### config.mk
export PLATFORM = sky130hd
export DESIGN_NAME = veri_bellek_hakemi_flat
export DESIGN_NICKNAME = d
export VERILOG_FILES = /design/src/rtl/veri_bellek_hakemi_if.sv /design/src/rtl/veri_bellek_hakemi.sv /design/src/flat_wrapper.sv
export SDC_FILE = /design/constraint.sdc
export NUM_CORES = 1
export LEC_CHECK = 0
export BUFFER_PORTS_ARGS = -buffer_cell sky130_fd_sc_hd__buf_4
export CAP_MARGIN = 20
export CORE_AREA = 2 2 111 113
export CTS_CLUSTER_DIAMETER = 30
export CTS_CLUSTER_SIZE = 14
export DETAILED_ROUTE_END_ITERATION = 6
export DIE_AREA = 0 0 113 115
export PLACE_DENSITY = 0.73
export SYNTH_ARGS = -nofsm -noshare
export SYNTH_HDL_FRONTEND = slang
export SYNTH_SLANG_ARGS = --single-unit
### constraint.sdc
create_clock -name clk -period 1.9 [get_ports clk]
set_input_delay 0 -clock clk [delete_from_list [all_inputs] [get_ports clk]]
set_output_delay 0 -clock clk [all_outputs]
set_load 0.02 [all_outputs]
### src/rtl/veri_bellek_hakemi_if.sv
// Requester-side bus for the data-memory arbiter: one instance per requester.
interface veri_bellek_hakemi_if #(
    parameter int DATA_W = 32
);
    logic              req;
    logic              we;
    logic [DATA_W-1:0] addr;
    logic [DATA_W-1:0] wdata;
    logic              gnt;
    logic              rvalid;
    logic [DATA_W-1:0] rdata;
    logic              err;

    modport master (
        output req, we, addr, wdata,
        input  gnt, rvalid, rdata, err
    );

    modport slave (
        input  req, we, addr, wdata,
        output gnt, rvalid, rdata, err
    );
endinterface

### src/rtl/veri_bellek_hakemi.sv
// Two-requester round-robin arbiter in front of the single-port data memory.
// Requester 0 is the load/store path, requester 1 the loader/debug port.
//
// state  | meaning
// -------+---------------------------------------------------------------
// IDLE   | waiting for a request; arbitration and fault check happen here
// ISSUE  | owner sees gnt; memory strobed unless the access faulted
// RESP   | owner sees rvalid/err/rdata; fault counter updated
module veri_bellek_hakemi #(
    parameter int DEPTH  = 128,
    parameter int IDX_W  = 7,
    parameter int DATA_W = 32
) (
    input  logic                  clk,
    input  logic                  rst,
    veri_bellek_hakemi_if.slave   m0,
    veri_bellek_hakemi_if.slave   m1,
    output logic                  mem_en,
    output logic                  mem_we,
    output logic [IDX_W-1:0]      mem_idx,
    output logic [DATA_W-1:0]     mem_wdata,
    input  logic [DATA_W-1:0]     mem_rdata,
    output logic                  busy,
    output logic [7:0]            err_count
);

    typedef enum logic [1:0] {
        S_IDLE  = 2'd0,
        S_ISSUE = 2'd1,
        S_RESP  = 2'd2
    } state_t;

    state_t              state_q, state_d;
    logic                owner_q, owner_d;
    logic                last_owner_q, last_owner_d;
    logic                cmd_we_q, cmd_we_d;
    logic                fault_q, fault_d;
    logic                gnt0_q, gnt0_d;
    logic                gnt1_q, gnt1_d;
    logic                rvalid0_q, rvalid0_d;
    logic                rvalid1_q, rvalid1_d;
    logic                err0_q, err0_d;
    logic                err1_q, err1_d;
    logic                mem_en_q, mem_en_d;
    logic                mem_we_q, mem_we_d;
    logic [IDX_W-1:0]    mem_idx_q, mem_idx_d;
    logic [DATA_W-1:0]   mem_wdata_q, mem_wdata_d;
    logic [7:0]          err_count_q, err_count_d;

    logic                pick1;
    logic                sel_we;
    logic [DATA_W-1:0]   sel_addr;
    logic [DATA_W-1:0]   sel_wdata;
    logic                sel_fault;

    // Winner selection and fault check on the full address of the winner.
    always_comb begin
        pick1     = m1.req && (!m0.req || !last_owner_q);
        sel_we    = pick1 ? m1.we    : m0.we;
        sel_addr  = pick1 ? m1.addr  : m0.addr;
        sel_wdata = pick1 ? m1.wdata : m0.wdata;
        sel_fault = (sel_addr[1:0] != 2'b00) ||
                    (sel_addr[DATA_W-1:2] >= (DATA_W-2)'(DEPTH));
    end

    // Next-state and next-output computation; outputs are one-hot per phase.
    always_comb begin
        state_d      = state_q;
        owner_d      = owner_q;
        last_owner_d = last_owner_q;
        cmd_we_d     = cmd_we_q;
        fault_d      = fault_q;
        err_count_d  = err_count_q;
        gnt0_d       = 1'b0;
        gnt1_d       = 1'b0;
        rvalid0_d    = 1'b0;
        rvalid1_d    = 1'b0;
        err0_d       = 1'b0;
        err1_d       = 1'b0;
        mem_en_d     = 1'b0;
        mem_we_d     = 1'b0;
        mem_idx_d    = '0;
        mem_wdata_d  = '0;

        unique case (state_q)
            S_IDLE: begin
                if (m0.req || m1.req) begin
                    state_d      = S_ISSUE;
                    owner_d      = pick1;
                    last_owner_d = pick1;
                    cmd_we_d     = sel_we;
                    fault_d      = sel_fault;
                    gnt0_d       = !pick1;
                    gnt1_d       = pick1;
                    if (!sel_fault) begin
                        mem_en_d    = 1'b1;
                        mem_we_d    = sel_we;
                        mem_idx_d   = sel_addr[IDX_W+1:2];
                        mem_wdata_d = sel_wdata;
                    end
                end
            end
            S_ISSUE: begin
                state_d   = S_RESP;
                rvalid0_d = !owner_q;
                rvalid1_d = owner_q;
                err0_d    = !owner_q && fault_q;
                err1_d    = owner_q && fault_q;
            end
            S_RESP: begin
                state_d = S_IDLE;
                if (fault_q && (err_count_q != 8'hFF)) begin
                    err_count_d = err_count_q + 8'd1;
                end
            end
            default: begin
                state_d = S_IDLE;
            end
        endcase
    end

    // All state and output flops; async reset aborts any access in flight.
    always_ff @(posedge clk or posedge rst) begin
        if (rst) begin
            state_q      <= S_IDLE;
            owner_q      <= 1'b0;
            last_owner_q <= 1'b1;
            cmd_we_q     <= 1'b0;
            fault_q      <= 1'b0;
            gnt0_q       <= 1'b0;
            gnt1_q       <= 1'b0;
            rvalid0_q    <= 1'b0;
            rvalid1_q    <= 1'b0;
            err0_q       <= 1'b0;
            err1_q       <= 1'b0;
            mem_en_q     <= 1'b0;
            mem_we_q     <= 1'b0;
            mem_idx_q    <= '0;
            mem_wdata_q  <= '0;
            err_count_q  <= 8'd0;
        end else begin
            state_q      <= state_d;
            owner_q      <= owner_d;
            last_owner_q <= last_owner_d;
            cmd_we_q     <= cmd_we_d;
            fault_q      <= fault_d;
            gnt0_q       <= gnt0_d;
            gnt1_q       <= gnt1_d;
            rvalid0_q    <= rvalid0_d;
            rvalid1_q    <= rvalid1_d;
            err0_q       <= err0_d;
            err1_q       <= err1_d;
            mem_en_q     <= mem_en_d;
            mem_we_q     <= mem_we_d;
            mem_idx_q    <= mem_idx_d;
            mem_wdata_q  <= mem_wdata_d;
            err_count_q  <= err_count_d;
        end
    end

    // Read data is the only non-registered output: memory data gated to the owner of a clean load.
    assign m0.rdata  = (rvalid0_q && !cmd_we_q && !fault_q) ? mem_rdata : '0;
    assign m1.rdata  = (rvalid1_q && !cmd_we_q && !fault_q) ? mem_rdata : '0;

    assign m0.gnt    = gnt0_q;
    assign m1.gnt    = gnt1_q;
    assign m0.rvalid = rvalid0_q;
    assign m1.rvalid = rvalid1_q;
    assign m0.err    = err0_q;
    assign m1.err    = err1_q;

    assign mem_en    = mem_en_q;
    assign mem_we    = mem_we_q;
    assign mem_idx   = mem_idx_q;
    assign mem_wdata = mem_wdata_q;
    assign busy      = (state_q != S_IDLE);
    assign err_count = err_count_q;

endmodule

### src/flat_wrapper.sv
// flat-port wrapper written by rule: the top's interface ports become plain ports
module veri_bellek_hakemi_flat 
#(
    parameter int DEPTH  = 128,
    parameter int IDX_W  = 7,
    parameter int DATA_W = 32
)
  (clk, rst, mem_en, mem_we, mem_idx, mem_wdata, mem_rdata, busy, err_count, m0_req, m0_we, m0_addr, m0_wdata, m0_gnt, m0_rvalid, m0_rdata, m0_err, m1_req, m1_we, m1_addr, m1_wdata, m1_gnt, m1_rvalid, m1_rdata, m1_err);
  veri_bellek_hakemi_if #(.DATA_W(DATA_W)) m0_i ();
  veri_bellek_hakemi_if #(.DATA_W(DATA_W)) m1_i ();
  input  logic clk;
  input  logic rst;
  output logic mem_en;
  output logic mem_we;
  output logic [IDX_W-1:0] mem_idx;
  output logic [DATA_W-1:0] mem_wdata;
  input  logic [DATA_W-1:0] mem_rdata;
  output logic busy;
  output logic [7:0] err_count;
  input wire logic [$bits(m0_i.req)-1:0] m0_req;
  input wire logic [$bits(m0_i.we)-1:0] m0_we;
  input wire logic [$bits(m0_i.addr)-1:0] m0_addr;
  input wire logic [$bits(m0_i.wdata)-1:0] m0_wdata;
  output wire logic [$bits(m0_i.gnt)-1:0] m0_gnt;
  output wire logic [$bits(m0_i.rvalid)-1:0] m0_rvalid;
  output wire logic [$bits(m0_i.rdata)-1:0] m0_rdata;
  output wire logic [$bits(m0_i.err)-1:0] m0_err;
  input wire logic [$bits(m1_i.req)-1:0] m1_req;
  input wire logic [$bits(m1_i.we)-1:0] m1_we;
  input wire logic [$bits(m1_i.addr)-1:0] m1_addr;
  input wire logic [$bits(m1_i.wdata)-1:0] m1_wdata;
  output wire logic [$bits(m1_i.gnt)-1:0] m1_gnt;
  output wire logic [$bits(m1_i.rvalid)-1:0] m1_rvalid;
  output wire logic [$bits(m1_i.rdata)-1:0] m1_rdata;
  output wire logic [$bits(m1_i.err)-1:0] m1_err;
  assign m0_i.req = m0_req;
  assign m0_i.we = m0_we;
  assign m0_i.addr = m0_addr;
  assign m0_i.wdata = m0_wdata;
  assign m0_gnt = m0_i.gnt;
  assign m0_rvalid = m0_i.rvalid;
  assign m0_rdata = m0_i.rdata;
  assign m0_err = m0_i.err;
  assign m1_i.req = m1_req;
  assign m1_i.we = m1_we;
  assign m1_i.addr = m1_addr;
  assign m1_i.wdata = m1_wdata;
  assign m1_gnt = m1_i.gnt;
  assign m1_rvalid = m1_i.rvalid;
  assign m1_rdata = m1_i.rdata;
  assign m1_err = m1_i.err;
  veri_bellek_hakemi #(.DEPTH(DEPTH), .IDX_W(IDX_W), .DATA_W(DATA_W)) u_core (.clk(clk), .rst(rst), .m0(m0_i), .m1(m1_i), .mem_en(mem_en), .mem_we(mem_we), .mem_idx(mem_idx), .mem_wdata(mem_wdata), .mem_rdata(mem_rdata), .busy(busy), .err_count(err_count));
endmodule
Word level (Yosys, flattened, before mapping)
Index checks and enable logic that the tools add are counted.
{ "op_classes": {"n_lt_le_gt_ge": 1, "n_eq_ne": 4, "reduce_logical": 22, "n_mux": 27, "add_sub_neg": 1} }
{ "ops": {"columns": ["cell", "n"], "rows": [
  ["32-bit 2-to-1 mux", 7],
  ["30-bit by 8-bit >= comparator with 1-bit output (second input constant)", 1],
  ["7-bit 2-to-1 mux", 3],
  ["1-bit 2-to-1 mux", 15],
  ["8-bit by 1-bit adder with 8-bit output (second input constant)", 1],
  ["1-bit logical AND", 8],
  ["8-bit inequality test (second input constant)", 1],
  ["1-bit logical NOT", 6],
  ["2-bit one-hot mux with 2 select lines", 1],
  ["2-bit AND reduction", 2],
  ["2-bit nonzero test", 2],
  ["1-bit logical OR", 3],
  ["2-bit by 1-bit == test with 1-bit output (second input constant)", 1],
  ["2-bit == test (second input constant)", 1],
  ["2-bit logical NOT", 1],
  ["2-bit 2-to-1 mux", 1],
  ["2-bit by 1-bit inequality test with 1-bit output (second input constant)", 1]
]} }
{ "word_totals": {"word_cells": 71, "output_inout_bits": 120, "in_bits": 166, "regBits": 61} }

Depth between registers and ports, before layout
{ "logic_depth": {"ltp_word": 9, "depth_mapped": 6, "depth_no_buf": 5} }

Worst setup path before layout
No wires, ideal clock.
{ "synth_path": {"path_type": "register to register", "start": "register u_core.err_count_q[4] (netlist: u_core.err_count[4])", "end": "register u_core.err_count_q[1] (netlist: u_core.err_count[1])", "slack_ps": 325, "t_required_ps": 1772, "stages_incl_launch_ff": 5, "synth_period_minus_slack_ps": 1575, "t_arrival_ps": 1447, "setup_time_ps": 128, "path_buffers": 0, "cell_sequence": "dfrtp_1 and4_1 and2_1 a31oi_1 mux2_1"} }
{ "synth_via": {"elab_chain_cells": 3} }
{ "synth_rtl": {"columns": ["element", "line_no", "rtl"], "rows": [
  ["from (decl)", "veri_bellek_hakemi.sv:48", "logic [7:0] err_count_q, err_count_d;"],
  ["from (signal assigned)", "veri_bellek_hakemi.sv:157", "err_count_q <= err_count_d;"],
  ["8-bit inequality test", "veri_bellek_hakemi.sv:112", "if (fault_q && (err_count_q != 8'hFF)) begin"],
  ["1-bit logical AND", "veri_bellek_hakemi.sv:112", null],
  ["2-bit AND reduction (no source line)", null, null]
]} }
No other way between the ends.
A chain may end at the register's enable or synchronous reset.

Worst setup path after layout
{ "layout_path": {"start": "register u_core.state_q[1]", "end": "register u_core.fault_q"} }
{ "layout_via": {"elab_chain_cells": 2} }
{ "layout_rtl": {"columns": ["element", "line_no", "rtl"], "rows": [
  ["from (decl)", "veri_bellek_hakemi.sv:33", "state_t state_q, state_d;"],
  ["from (signal assigned)", "veri_bellek_hakemi.sv:142", "state_q <= state_d;"],
  ["2-bit logical NOT", "veri_bellek_hakemi.sv:85", "unique case (state_q)"],
  ["2-bit AND reduction (no source line)", null, null],
  ["to (signal assigned)", "veri_bellek_hakemi.sv:146", "fault_q <= fault_d;"],
  ["to (decl)", "veri_bellek_hakemi.sv:37", "logic fault_q, fault_d;"]
]} }
No other way between the ends.

==> impl_metrics.py <==
metrics = {
    "die": {
        "die_height_um": 115,
        "coreArea_um2": 11800,
        "io_pins": 286,
        "placementRows": 40,
        "start_util_pct": 27.7,
        "fp.dieArea_um2": 13000,
        "dieWidth_um": 113,
    },
    "sta": {
        "fin_tns_setup_ns": 0,
        "period_share_pct": 94.2,
        "hold_viol": 0,
        "hold_slack_ns": 0.00517,
        "slew_viol_final": 0,
        "rsz0062_at_grt": "no",
        "max_freq_mhz": 559,
        "setup_viol": 0,
        "period_minus_slack_ns": 1.79,
        "worst_slew_pin_slew_ns": 0.511,
        "max_slew_margin_pct": 65.9,
        "fin_skew_ns": 0.00378,
    },
    "outcome": {
        "status": "complete, but fails checks",
        "violations": "design-rule violations",
    },
    "min_path": {
        "hold_start": "m0_wdata[14]",
        "whs_path_depth": 3,
        "whs_endpoint": "u_core.mem_wdata[14]",
        "hold_path_class": "input pin to flip-flop",
    },
    "global_route": {
        "grt_pass1_vias": 3979,
        "grt_pass1_wl_um": 20200,
        "antenna_found_initial": 0,
        "grt_usage_pct": 20.4,
        "grt_max_degree": 43,
        "overflow": 0,
    },
    "critical_path": {
        "r2r_end": "u_core.fault_q",
        "criticalPathCategory": "flip-flop to flip-flop",
        "cp.arrival_ns": 2.00,
        "cp-start-kind": "flip-flop",
        "worstSetupEndpointType": "flip-flop",
        "r2r_start": "u_core.state_q[1]",
        "crit_required_ns": 2.11,
        "path_max_fanout": 3,
        "rr_worst_depth": 5,
        "rrSetupSlack_ns": 0.11,
    },
    "detailed_routing": {
        "dr.first_iter.drc_count": 96,
        "viasPerCell": 4.54,
        "vias": 3671,
        "avgRoutedWirePerCell_um": 16.8,
        "ant_nets": 0,
        "routed_wl_um": 13600,
        "first_pass_iters": 6,
        "post-route-drc-count": 20,
    },
    "yosys": {
        "synth-main-ff-cell": "dfrtp_1",
        "synth.most_common_cell": "and2_1",
        "synth.area.top_cells": "dfrtp_1 46%, and2_1 13%, mux2i_1 12%, nor3_2 12%, nor4_1 1.9%",
        "ys_top_cells_by_count": "67 x and2_1, 60 x dfrtp_1, 40 x mux2i_1",
        "yosysWarningCount": 0,
        "synth_edf_count": 0,
        "synth_cells": 294,
        "synth_top_area_share_pct": 45.9,
        "avgSynthCellArea_um2": 11.1,
        "syn_nets": 461,
        "async_flop_share_pct": 100,
        "yosysUniqueCellTypes": 38,
        "yosysTopAreaCell": "dfrtp_1",
        "synth_seq_cells": 61,
        "ys_seq_area_share_pct": 46.7,
        "syn-cell-area_um2": 3270,
    },
    "pwr": {
        "p_leak_uw": 0.00339,
        "p_per_area_nw_per_um2": 748,
        "total_power_uw": 5020,
        "peakVddDrop_mv": 0.532,
    },
    "finish": {
        "num_antenna_cells": 0,
        "drive_gt1_share_pct": 53.9,
        "fin_cells": 809,
        "syn_to_final_growth_pct": 105,
        "layout.nets": 824,
    },
    "cts": {
        "cts_max_level": 3,
        "clk_pin_slew_ns": 0.05,
        "cts-buffers-inserted": 9,
        "clockBufferDepth": 2,
        "cts_tree": "done",
        "cts_root_buffer": "clkbuf_16",
        "clk_latency_ns": 0.33,
        "cts.sinks": 61,
    },
    "flow_run": {
        "max_cap_violations": 0,
    },
    "place": {
        "dp.cells": 715,
        "dp_hpwl_um": 9550,
        "portBuffers": 285,
        "gp_congestion": 0.776,
    },
}
## state kept, by name (all words and copies together), names as in the netlist, 2 cells and up
| register | count |
|---|---|
| u_core.err_count | 8 |
| u_core.mem_wdata | 32 |
| u_core.mem_idx | 7 |
| u_core.state_q | 2 |
## worst max-delay path, stage by stage (launching register included)
cell	delay (ns)
dfrtp_1	0.40
nor2_2	0.20
o21ai_4	0.09
dlygate4sd3_1	0.56
inv_1	0.09
mux2_2	0.33
## metal layers
| metal | wire length (um) | part of all wire (%) | track usage [%] |
|---|---|---|---|
| met3 | 1130 | 8.3 | 6.01 |
| met1 | 4310 | 32 | 19.1 |
| met4 | 609 | 4.5 | 11.0 |
| met5 | 0 | 0 | 0 |
| met2 | 7540 | 55 | 39.6 |
## kinds of logic (layout without fill, tap and decap cells)
logic type                 after synthesis  after routing  synth area share, %
AOI/OAI and AO/OA                       11             11                 2.37
xor gates and xnor gates                 5              5                 1.34
adders and majority gates                1              1                0.383
buffers and inverters                   25            393                 4.06
DFF                                     61             61                 46.7
muxes                                   43             43                 13.3
and+or+nand+nor                        148            148                 31.8
## cell usage in the layout, fill, tap and decap left out, types with 2 or more instances in the layout
cell,instances
clkinvlp_4,2
dlygate4sd3_1,78
mux2_1,2
dfrtp_1,60
nand4_1,3
and2_1,67
mux2i_1,40
nor3_2,39
clkbuf_16,9
nor4_1,10
a21o_1,2
nand2_1,5
nor3_1,3
buf_12,2
nor2b_1,3
buf_4,292
nor3b_2,2
xor2_1,4
bufinv_16,2
nor2_1,8
inv_1,4
nand3_1,2
## worst max-delay path by stage
stage                        start                   to  slack (ns)  cells past startpoint
6_report         u_core.state_q[1]       u_core.fault_q        0.11                      5
5_1_grt          u_core.state_q[1]       u_core.fault_q        0.02                      5
4_1_cts          u_core.state_q[1]       u_core.fault_q        0.01                      5
3_5_place_dp   u_core.last_owner_q        u_core.mem_we        0.27                      5
3_3_place_gp   u_core.last_owner_q        u_core.mem_we        0.31                      5
2_1_floorplan  u_core.err_count[4]  u_core.err_count[1]        0.32                      4
## where the power goes
part           switching [uW]  leakage [uW]  internal, uW
Combinational             888       0.00241           773
Sequential                145      0.000824          1460
Clock                     573      0.000152          1180
## layout make-up
class | count | area, um^2
Clock buffer | 11 | 243
Sequential cell | 61 | 1530
Inverter | 5 | 18.8
Timing Repair Buffer | 372 | 3010
Tap cell | 147 | 184
Clock inverter | 5 | 83.8
Fill cell | 964 | 5100
Multi-Input combinational cell | 208 | 1640
## through the flow
step / instance area [um^2] / util [%] / worst slack [ns]
global route: 6710 / 56.8 / 0.0220
CTS: 6700 / 56.7 / 0.00977
global placement: 5600 / 47.4 / 0.312
detailed placement: 5600 / 47.4 / 0.270
finish: 6710 / 56.8 / 0.111
floorplan: 3270 / - / 0.325
## what timing repair did
item	CTS	global route
hold endpoints to repair	59	1
hold buffers	77	1
endpoints found under the setup margin	0	1
gates resized for setup	0	1
setup buffers	0	0
(Power assumes the default switching activity.)
